==> src/rtl/imem_dbg_loader_if.sv <==
// AHB-Lite master/slave bundle between the image loader and the imem_dbg_ahb slave port.
interface imem_dbg_loader_if #(
  parameter int ADDR_WIDTH = 16
);
  logic [ADDR_WIDTH-1:0] HADDR;
  logic                  HSEL;
  logic                  HREADY;
  logic                  HWRITE;
  logic [2:0]            HSIZE;
  logic [2:0]            HBURST;
  logic [3:0]            HPROT;
  logic [1:0]            HTRANS;
  logic                  HMASTLOCK;
  logic [31:0]           HWDATA;
  logic                  HREADYOUT;
  logic                  HRESP;

  modport master (
    output HADDR, HSEL, HREADY, HWRITE, HSIZE, HBURST, HPROT, HTRANS, HMASTLOCK, HWDATA,
    input  HREADYOUT, HRESP
  );

  modport slave (
    input  HADDR, HSEL, HREADY, HWRITE, HSIZE, HBURST, HPROT, HTRANS, HMASTLOCK, HWDATA,
    output HREADYOUT, HRESP
  );
endinterface

==> src/rtl/imem_dbg_loader.sv <==
// Turns framed byte packets (SYNC, ADDR, CNT, words) into single 32-bit AHB-Lite writes
// into instruction RAM, holding the core in reset via busy while a frame is in flight.
module imem_dbg_loader #(
  parameter int          ADDR_WIDTH = 16,
  parameter logic [7:0]  SYNC_BYTE  = 8'hA5,
  parameter int          TIMEOUT    = 1024
) (
  input  logic                clk,
  input  logic                reset,
  input  logic                in_valid,
  input  logic [7:0]          in_data,
  output logic                in_ready,
  imem_dbg_loader_if.master   ahb,
  output logic                busy,
  output logic                done,
  output logic                err
);

  localparam int TW = $clog2(TIMEOUT + 1);

  typedef enum logic [2:0] {
    S_IDLE, S_HDR, S_WORD, S_APH, S_DPH, S_DONE, S_ERR
  } state_t;

  state_t                state_q, state_d;
  logic [2:0]            byteIdx_q, byteIdx_d;
  logic [ADDR_WIDTH-1:0] addr_q, addr_d;
  logic [15:0]           cnt_q, cnt_d;
  logic [31:0]           word_q, word_d;
  logic                  err_q, err_d;
  logic [TW-1:0]         timer_q, timer_d;

  logic                  accept;
  logic [31:0]           shifted;
  logic [TW-1:0]         timerInc;

  assign accept   = in_valid & in_ready;
  assign shifted  = {in_data, word_q[31:8]};
  assign timerInc = timer_q + 1'b1;

  always_ff @(posedge clk or negedge reset) begin
    if (!reset) begin
      state_q   <= S_IDLE;
      byteIdx_q <= '0;
      addr_q    <= '0;
      cnt_q     <= '0;
      word_q    <= '0;
      err_q     <= 1'b0;
      timer_q   <= '0;
    end else begin
      state_q   <= state_d;
      byteIdx_q <= byteIdx_d;
      addr_q    <= addr_d;
      cnt_q     <= cnt_d;
      word_q    <= word_d;
      err_q     <= err_d;
      timer_q   <= timer_d;
    end
  end

  // Header and data bytes both arrive LSB first, so one shift register serves both.
  always_comb begin
    state_d   = state_q;
    byteIdx_d = byteIdx_q;
    addr_d    = addr_q;
    cnt_d     = cnt_q;
    word_d    = word_q;
    err_d     = err_q;
    timer_d   = '0;
    case (state_q)
      S_IDLE: begin
        if (accept && in_data == SYNC_BYTE) begin
          state_d   = S_HDR;
          byteIdx_d = '0;
          err_d     = 1'b0;
        end
      end
      S_HDR: begin
        if (accept) begin
          byteIdx_d = byteIdx_q + 3'd1;
          if (byteIdx_q < 3'd4) word_d = shifted;
          if (byteIdx_q == 3'd3) addr_d = {shifted[ADDR_WIDTH-1:2], 2'b00};
          if (byteIdx_q == 3'd4) cnt_d[7:0] = in_data;
          if (byteIdx_q == 3'd5) begin
            cnt_d[15:8] = in_data;
            byteIdx_d   = '0;
            state_d     = ({in_data, cnt_q[7:0]} == 16'd0) ? S_DONE : S_WORD;
          end
        end else if (timerInc == TW'(TIMEOUT)) begin
          state_d = S_ERR;
        end else begin
          timer_d = timerInc;
        end
      end
      S_WORD: begin
        if (accept) begin
          word_d    = shifted;
          byteIdx_d = byteIdx_q + 3'd1;
          if (byteIdx_q == 3'd3) begin
            byteIdx_d = '0;
            state_d   = S_APH;
          end
        end else if (timerInc == TW'(TIMEOUT)) begin
          state_d = S_ERR;
        end else begin
          timer_d = timerInc;
        end
      end
      S_APH: begin
        if (ahb.HREADYOUT) state_d = S_DPH;
      end
      S_DPH: begin
        if (ahb.HREADYOUT) begin
          if (ahb.HRESP) begin
            state_d = S_ERR;
          end else begin
            addr_d  = addr_q + ADDR_WIDTH'(4);
            cnt_d   = cnt_q - 16'd1;
            state_d = (cnt_q == 16'd1) ? S_DONE : S_WORD;
          end
        end
      end
      S_DONE:  state_d = S_IDLE;
      S_ERR:   state_d = S_IDLE;
      default: state_d = S_IDLE;
    endcase
    if (state_d == S_ERR) err_d = 1'b1;
  end

  // Bus outputs are gated by phase so nothing stale leaks onto HADDR/HWDATA between writes.
  always_comb begin
    in_ready   = (state_q == S_IDLE) || (state_q == S_HDR) || (state_q == S_WORD);
    busy       = !((state_q == S_IDLE) || (state_q == S_DONE) || (state_q == S_ERR));
    done       = (state_q == S_DONE);
    err        = err_q;
    ahb.HSEL   = 1'b0;
    ahb.HWRITE = 1'b0;
    ahb.HTRANS = 2'b00;
    ahb.HADDR  = '0;
    ahb.HWDATA = '0;
    if (state_q == S_APH) begin
      ahb.HSEL   = 1'b1;
      ahb.HWRITE = 1'b1;
      ahb.HTRANS = 2'b10;
      ahb.HADDR  = addr_q;
    end
    if (state_q == S_DPH) ahb.HWDATA = word_q;
  end

  assign ahb.HREADY    = ahb.HREADYOUT;
  assign ahb.HSIZE     = 3'b010;
  assign ahb.HBURST    = 3'b000;
  assign ahb.HPROT     = 4'b0011;
  assign ahb.HMASTLOCK = 1'b0;

endmodule

==> src/flat_wrapper.sv <==
// flat-port wrapper written by rule: the top's interface ports become plain ports
module imem_dbg_loader_flat 
#(
  parameter int          ADDR_WIDTH = 16,
  parameter logic [7:0]  SYNC_BYTE  = 8'hA5,
  parameter int          TIMEOUT    = 1024
)
  (clk, reset, in_valid, in_data, in_ready, busy, done, err, ahb_HADDR, ahb_HSEL, ahb_HREADY, ahb_HWRITE, ahb_HSIZE, ahb_HBURST, ahb_HPROT, ahb_HTRANS, ahb_HMASTLOCK, ahb_HWDATA, ahb_HREADYOUT, ahb_HRESP);
  imem_dbg_loader_if #(.ADDR_WIDTH(ADDR_WIDTH)) ahb_i ();
  input  logic clk;
  input  logic reset;
  input  logic in_valid;
  input  logic [7:0] in_data;
  output logic in_ready;
  output logic busy;
  output logic done;
  output logic err;
  output wire logic [$bits(ahb_i.HADDR)-1:0] ahb_HADDR;
  output wire logic [$bits(ahb_i.HSEL)-1:0] ahb_HSEL;
  output wire logic [$bits(ahb_i.HREADY)-1:0] ahb_HREADY;
  output wire logic [$bits(ahb_i.HWRITE)-1:0] ahb_HWRITE;
  output wire logic [$bits(ahb_i.HSIZE)-1:0] ahb_HSIZE;
  output wire logic [$bits(ahb_i.HBURST)-1:0] ahb_HBURST;
  output wire logic [$bits(ahb_i.HPROT)-1:0] ahb_HPROT;
  output wire logic [$bits(ahb_i.HTRANS)-1:0] ahb_HTRANS;
  output wire logic [$bits(ahb_i.HMASTLOCK)-1:0] ahb_HMASTLOCK;
  output wire logic [$bits(ahb_i.HWDATA)-1:0] ahb_HWDATA;
  input wire logic [$bits(ahb_i.HREADYOUT)-1:0] ahb_HREADYOUT;
  input wire logic [$bits(ahb_i.HRESP)-1:0] ahb_HRESP;
  assign ahb_HADDR = ahb_i.HADDR;
  assign ahb_HSEL = ahb_i.HSEL;
  assign ahb_HREADY = ahb_i.HREADY;
  assign ahb_HWRITE = ahb_i.HWRITE;
  assign ahb_HSIZE = ahb_i.HSIZE;
  assign ahb_HBURST = ahb_i.HBURST;
  assign ahb_HPROT = ahb_i.HPROT;
  assign ahb_HTRANS = ahb_i.HTRANS;
  assign ahb_HMASTLOCK = ahb_i.HMASTLOCK;
  assign ahb_HWDATA = ahb_i.HWDATA;
  assign ahb_i.HREADYOUT = ahb_HREADYOUT;
  assign ahb_i.HRESP = ahb_HRESP;
  imem_dbg_loader #(.ADDR_WIDTH(ADDR_WIDTH), .SYNC_BYTE(SYNC_BYTE), .TIMEOUT(TIMEOUT)) u_core (.clk(clk), .reset(reset), .in_valid(in_valid), .in_data(in_data), .in_ready(in_ready), .ahb(ahb_i), .busy(busy), .done(done), .err(err));
endmodule
==> config.mk <==
export PLATFORM = sky130hd
export DESIGN_NAME = imem_dbg_loader_flat
export DESIGN_NICKNAME = d
export VERILOG_FILES = /design/src/rtl/imem_dbg_loader_if.sv /design/src/rtl/imem_dbg_loader.sv /design/src/flat_wrapper.sv
export SDC_FILE = /design/constraint.sdc
export NUM_CORES = 1
export LEC_CHECK = 0
export ABC_AREA = 1
export BUFFER_PORTS_ARGS = -buffer_cell sky130_fd_sc_hd__buf_4
export CORE_AREA = 2 2 132 134
export CTS_CLUSTER_DIAMETER = 120
export DETAILED_ROUTE_END_ITERATION = 6
export DIE_AREA = 0 0 134 136
export SYNTH_ARGS = -nofsm -noshare
export SYNTH_HDL_FRONTEND = slang
export SYNTH_SLANG_ARGS = --single-unit
==> constraint.sdc <==
create_clock -name clk -period 4.9 [get_ports clk]
set_clock_uncertainty 0.2 [all_clocks]
set_input_delay 1.225 -clock clk [delete_from_list [all_inputs] [get_ports clk]]
set_output_delay 1.225 -clock clk [all_outputs]
set_load 0.05 [all_outputs]
==> results.md, run 1 <==
* Final core occ at 34.5%
* ANT nets after route at 0
* First-pass DRT Iterations at 7
* Worst Setup EP: ahb_HADDR[11]
* DIE WIDTH at 134 um
* Clock Root Buffer: clkbuf_16
* CP Data Required Time at 3470 ps
* Via count at 4,295
* FMAX at 287 MHz
* Max Root-Sink Buffers at 2
* Final nets at 740
* Seq cells post-synth at 80
* TritonCTS clock tree: yes
* Cell variety after synth at 44
* CP dominant cell by count: nor2_1
* Clk_lat worst skew at 350 ps
* Pwr Density at 391 nW/um2
* Logic pwr share at 23.2%
* Commonest non-fill, non-tap cell in the layout: nand2_1
* Post-Place Setup Slack at 1710 ps
* CTS resizes at 0
* Switching share of power at 34.8%
* Sequential share of the synthesized area at 40.6%
* R2r startpoint: u_core.state_q[0]
* Setup crit end kind: primary output
* Slowest CP cell: dfrtp_1
* Worst Path Arrival at 2060 ps
* Final Hold Vio Count at 0
* Fillers at 1,843
* Detailed Place HPWL at 8.98 mm
* Clock power frac at 33.1%
* Failing checks: design-rule violations
* Max-slew headroom at 49.2%
* Total net switching power at 0.793 mW
* Max-cap violations at 0
* Pleak at 2.68 nW
* R2R Setup Slk at 1930 ps
* Die area at 18,200 um2
* R2R cell count at 10
* Internal at 1.48 mW
* Routability cong. at 0.869
* HP Class: flip-flop to flip-flop
* Largest net degree at the start of global routing at 70
* Gate Count Post-Synth at 665
* Detailed Route WL at 12.4 mm
* Diodes inserted at 0
* Port bufs at 66
* 1st-iter DRT viols at 272
* Post-Syn Area at 4930 um2
* Status: complete, but fails checks
* Max incr delay on CP at 540 ps
* Hold buffers post-CTS at 0
* Tmin final at 3490 ps
* Fin crit share at 71.2%
* Num rows at 48
* Final Max Tran Viols at 0
* Finish-stage setup viols at 0
* Worst Tran Pin Value at 762 ps
* Number of global-route vias before repair at 3,972
* Postcts setup bufs at 0
* Synthesized area per cell at 7.42 um2
* Largest fanout on the critical path at 15
* Worst setup path start: u_core.state_q[0]
* Post-synth EDFFs at 0
* CTS H-tree depth at 3
* Worst setup path class: flip-flop to primary output
* Total congestion overflow at 0
* Antenna violations before repair at 0
* Setup TNS Final at 0 ps
* Global-route wire length before repair at 20.2 mm
* Worst path cell trace: nand2_1 -> nor2_1 -> inv_1 -> nor2_1 -> buf_4
* Synth warn at 0
* Share of cells above drive strength 1 at 16.3%
* Async S/R FF share, synth at 100%
* Final WS setup at 1410 ps
* Unrepaired setup endpoints after global routing: false
* Post-synth top flop: dfrtp_1
* Die Height at 136 um
* Sink Count at 80
* Leading cell types in the layout, fill and taps excluded: 134 x nand2_1, 95 x inv_1, 92 x nor2_1
* Setup crit start kind: flip-flop
* Share of power burned in registers at 43.7%
* Worst vdd ir at 0.211 mV
* TritonCTS Buffers at 9
* Number of remaining DRC errors at 2
* Reg2reg end: u_core.addr_q[10]
* Initial Utilization at 29.2%
* WL/cell at 13.0 um
* Overall Global Routing Usage at 14.2%
* Area delta synth->final at 18.0%
* Clock transition at path regs at 60 ps
* Vias per cell at 4.54
* # IOs at 81
* Core area at 16,900 um2
## area by class of cell
class                           instances  area, um2  area share (%)
Multi-Input combinational cell        457       2320            39.9
Sequential cell                        80       2000            34.4
Tap cell                              225        282            4.83
Clock inverter                          7        103            1.76
Inverter                              102        385            6.62
Timing Repair Buffer                   67        503            8.64
Clock buffer                            9        225            3.87
## worst max-delay path, delay by kind of cell (launching register included)
family | cells | cell delay, ps
flops | 1 | 540
simple gates | 3 | 600
buf+inv | 2 | 570
## through the flow
| stage | instances | instance area [um2] | power [mW] | hold slack [ps] |
|---|---|---|---|---|
| floorplan | 677 | 4980 | 1.37 | 243 |
| global placement | 931 | 5500 | 1.53 | 263 |
| detailed placement | 931 | 5500 | 1.54 | 266 |
| CTS | 947 | 5820 | 2.30 | 286 |
| global route | 947 | 5820 | 2.44 | 307 |
| finish | 947 | 5820 | 2.28 | 282 |
## synth_stat cells, types with 3 or more instances
master    count  area [um2]
a21oi_1      36         180
buf_6         5        56.3
buf_1         3        11.3
ha_1         10         125
inv_2         6        22.5
inv_1        95         357
nand3b_1      4        30.0
nand2_1     134         503
o22ai_1       3        18.8
nand2_4       5        56.3
o21ai_0      30         150
nand4_1       6        37.5
nor2_4        3        33.8
clkbuf_1      3        11.3
nand3_1      22         110
a21oi_2       3        26.3
xor2_1        5        43.8
nor2_1       92         345
o21ai_1      44         220
o21ai_2       6        52.6
nor3_1        7        35.0
buf_2         5        25.0
dfrtp_1      80        2000
o211ai_1      5        37.5
buf_4        22         165
a31oi_1       5        31.3
nand3_4       3        52.6
## power groups by stage
stage                     registers, mW  clock network (mW)  logic, mW
final                             0.995               0.753      0.529
after global routing               1.02               0.798      0.615
after CTS                         0.993               0.770      0.536
after detailed placement           1.00                   0      0.535
after global placement            0.998                   0      0.531
after floorplan                   0.970                   0      0.404
## sequential cells by signal, indices dropped and copies added, names as in the netlist
| signal | cells |
|---|---|
| u_core.addr_q | 14 |
| u_core.byteIdx_q | 3 |
| u_core.cnt_q | 16 |
| u_core.err | 1 |
| u_core.state_q | 3 |
| u_core.timer_q | 11 |
| u_core.word_q | 32 |
## cell families after synthesis
kind of cell / share of synthesized area, %
AND/OR/NAND/NOR: 25.4
buffers and inverters: 13.3
XOR/XNOR: 1.24
adder cells (fa/ha/maj): 2.54
other: 0.152
flip-flops: 40.6
AO/OA/AOI/OAI: 16.8
## metal layers
metal  share of wire (%)  wire, um  global-route usage, %  vias up
met5                   0         0                      0        -
met4                 2.3       279                   5.91        0
met3                 4.4       543                   2.65       13
met2                  44      5490                   21.8      104
met1                  49      6050                   19.5     1981
li1                    -         -                      -     2197
## worst min path at each step
stage	startpoint	end	slack, ps	cells past startpoint
2_1_floorplan	u_core.cnt_q[7]	u_core.cnt_q[7]	240	2
3_3_place_gp	u_core.cnt_q[7]	u_core.cnt_q[7]	260	2
3_5_place_dp	u_core.cnt_q[7]	u_core.cnt_q[7]	270	2
4_1_cts	u_core.cnt_q[7]	u_core.cnt_q[7]	290	2
5_1_grt	u_core.cnt_q[7]	u_core.cnt_q[7]	310	2
6_report	u_core.err	u_core.err	280	2
No activity file was read; power rests on OpenSTA's default activity.
==> run 2: changes to the inputs <==
==> constraint.sdc (replaced) <==
create_clock -name clk -period 2.81 [get_ports clk]
set_clock_uncertainty 0.2 [all_clocks]
set_input_delay 0.7025 -clock clk [delete_from_list [all_inputs] [get_ports clk]]
set_output_delay 0.7025 -clock clk [all_outputs]
set_load 0.05 [all_outputs]
==> run 2 against run 1 <==
  * The run now ends clean
  * Sequential cell count is the same
  * Final cell count is 0.42% higher
  * Total power grew 73%
  * Via count decreased by 0.23%
  * Sequential share of layout area is 0.39 points lower
  * Global-route usage about the same
  * Sequential power rose by 74%
  * Routed wire length up 0.62%
  * Non-clock buffer count rose by 4
  * Combinational power is 74% higher
  * Critical path type unchanged
  * Largest cell class unchanged
==> results.md, run 2 (synthesized netlist as in run 1, its figures left out) <==
* Via count at 4,285 (was 4,295)
* Final nets at 744 (was 740)
* Grt met1 use at 19.8% (was 19.5%)
* Top cell family by delay on the critical path: simple AND/OR/NAND/NOR gates (unchanged)
* Routability cong. at 0.870 (was 0.869)
* Max incr delay on CP at 470 ps (was 540 ps)
* DIE WIDTH at 134 um (unchanged)
* FMAX at 379 MHz
* Max Root-Sink Buffers at 2 (unchanged)
* Setup TNS Final at 0 ps (unchanged)
* Worst Tran Pin Value at 623 ps (was 762 ps)
* Pwr Density at 669 nW/um2 (was 391 nW/um2)
* Unrepaired setup endpoints after global routing: false (unchanged)
* TritonCTS Buffers at 9 (unchanged)
* Die area at 18,200 um2 (unchanged)
* First-pass DRT Iterations at 4 (was 7)
* Vias per cell at 4.51 (was 4.54)
* Number of global-route vias before repair at 3,977 (was 3,972)
* Share of cells above drive strength 1 at 18.3% (was 16.3%)
* # IOs at 81 (unchanged)
* Largest fanout on the critical path at 37 (was 15)
* Final WS setup at 171 ps (was 1410 ps)
* Clock transition at path regs at 60 ps (about the same)
* Tmin final at 2640 ps
* R2r startpoint: u_core.state_q[0] (unchanged)
* Fin crit share at 93.9%
* Commonest non-fill, non-tap cell in the layout: nand2_1 (unchanged)
* Sink Count at 80 (unchanged)
* Final Hold Vio Count at 0 (unchanged)
* Initial Utilization at 29.2% (unchanged)
* Largest Register: u_core.word_q (unchanged)
* Biggest regs: u_core.word_q (32), u_core.cnt_q (16), u_core.addr_q (14) (unchanged)
* Core area at 16,900 um2 (unchanged)
* Detailed Route WL at 12.4 mm (about the same)
* Setup crit end kind: primary output (unchanged)
* ANT nets after route at 0 (unchanged)
* Fillers at 1,791 (was 1,843)
* Met3 usage at 2.24% (was 2.65%)
* Slowest CP cell: dfrtp_2 (was dfrtp_1)
* Worst path cell trace: nor2_4 -> nand2_4 -> nor2_1 -> buf_4 (was nand2_1 -> nor2_1 -> inv_1 -> nor2_1 -> buf_4)
* GRT Max-Usage Layer: met2 (unchanged)
* Worst setup path class: flip-flop to primary output (unchanged)
* HP Class: primary input to async pin (was flip-flop to flip-flop)
* Global-route wire length before repair at 20.3 mm (was 20.2 mm)
* Antenna violations before repair at 0 (unchanged)
* Worst Path Arrival at 1740 ps (was 2060 ps)
* Final Max Tran Viols at 0 (unchanged)
* Max reg flops at 32 (unchanged)
* CP Data Required Time at 1910 ps (was 3470 ps)
* Clock Root Buffer: clkbuf_16 (unchanged)
* Total congestion overflow at 0 (unchanged)
* Largest net degree at the start of global routing at 65 (was 70)
* Pleak at 2.69 nW (was 2.68 nW)
* Worst vdd ir at 0.364 mV (was 0.211 mV)
* 1st-iter DRT viols at 342 (was 272)
* Post-Place Setup Slack at 461 ps (was 1710 ps)
* Num rows at 48 (unchanged)
* WL/cell at 13.1 um (was 13.0 um)
* Status: completed (was complete, but fails checks)
* Overall Global Routing Usage at 14.2% (about the same)
* Die Height at 136 um (unchanged)
* Clk_lat worst skew at 340 ps (was 350 ps)
* Postcts setup bufs at 0 (unchanged)
* Finish-stage setup viols at 0 (unchanged)
* Area delta synth->final at 19.4% (was 18.0%)
* Number of remaining DRC errors at 0 (was 2)
* Diodes inserted at 0 (unchanged)
* Setup crit start kind: flip-flop (unchanged)
* CP bufs+invs at 1 (was 2)
* Port bufs at 66 (unchanged)
* Worst setup path start: u_core.state_q[0] (unchanged)
* TritonCTS clock tree: yes (unchanged)
* Max-cap violations at 0 (unchanged)
* CTS H-tree depth at 3 (unchanged)
* Leading cell types in the layout, fill and taps excluded: 134 x nand2_1, 95 x inv_1, 81 x nor2_1 (was 134 x nand2_1, 95 x inv_1, 92 x nor2_1)
* Met2 Use GR at 21.6% (was 21.8%)
* Register area at 2000 um2 (about the same)
* Max-slew headroom at 58.4% (was 49.2%)
* Detailed Place HPWL at 9.27 mm (was 8.98 mm)
* Multi-input combinational cell area at 2360 um2 (was 2320 um2)
* R2R Setup Slk at 510 ps (was 1930 ps)
run 2: cell count changes in the layout (fill, tap and decap cells not counted):
cell	before	now
clkinvlp_4	1	2
clkbuf_8	0	1
nor2_1	92	81
nor2_2	2	12
inv_6	2	0
nor2_4	3	4
clkbuf_1	0	1
clkinv_2	0	1
buf_4	67	70
buf_12	0	1
dfrtp_1	80	79
clkinv_4	2	0
dfrtp_2	0	1
run 2: timing repair:
| item | 4_1_cts | 5_1_grt |
|---|---|---|
| gates resized for setup | 0 | 1 |
| hold buffers | 0 | 0 |
| setup endpoints to repair | 0 | 1 |
run 2: final timing paths:
kind,end,depth (start not counted)
setup reg to reg,u_core.addr_q[10],10
setup / recovery,ahb_HWDATA[26],4
min in group clk,u_core.cnt_q[7],2
hold / removal,u_core.state_q[0],1
hold reg to reg,u_core.cnt_q[7],2
max in group asynchronous,u_core.cnt_q[4],2
run 2: area by class of cell:
| class | instances | area share (%) |
|---|---|---|
| timing repair buffer | 71 | 9.25 |
| inverter | 102 | 6.54 |
| clock buffer | 11 | 4.12 |
| tap | 225 | 4.78 |
| sequential | 80 | 34.0 |
| clock inverter | 5 | 1.36 |
| multi-input combinational | 457 | 40.0 |
run 2: through the flow:
stage	std cells	instance area, um2	power (mW)	utilization, %	hold slack (ps)
after floorplan	677	5010	2.40	-	207
after global placement	935	5570	2.66	33.0	266
after detailed placement	935	5570	2.68	33.0	262
after CTS	951	5890	3.98	34.9	147
after global routing	951	5890	4.24	34.9	171
final	951	5890	3.94	34.9	127
run 2: worst reg2reg max path, stage by stage, from the launching register on:
cell and delay, ps:
dfrtp_2 470, nor2_4 170, nand2_4 250, inv_4 180
nand2_4 60, nand2_4 100, nand3_4 140, inv_2 340
o21ai_2 110, a21oi_2 130, a21oi_2 40
run 2: power breakdown:
group / internal (mW) / total, mW / switching [mW] / leakage (nW)
Clock: 0.802 / 1.29 / 0.487 / 0.152
Sequential: 1.49 / 1.73 / 0.246 / 1.04
Combinational: 0.317 / 0.921 / 0.604 / 1.50
Total: 2.61 / 3.94 / 1.34 / 2.69
run 2: routing by layer:
layer | routed length [um] | vias up
met5 | 0 | -
met4 | 319 | 0
met3 | 621 | 20
met2 | 5460 | 121
met1 | 6040 | 1946
li1 | - | 2198
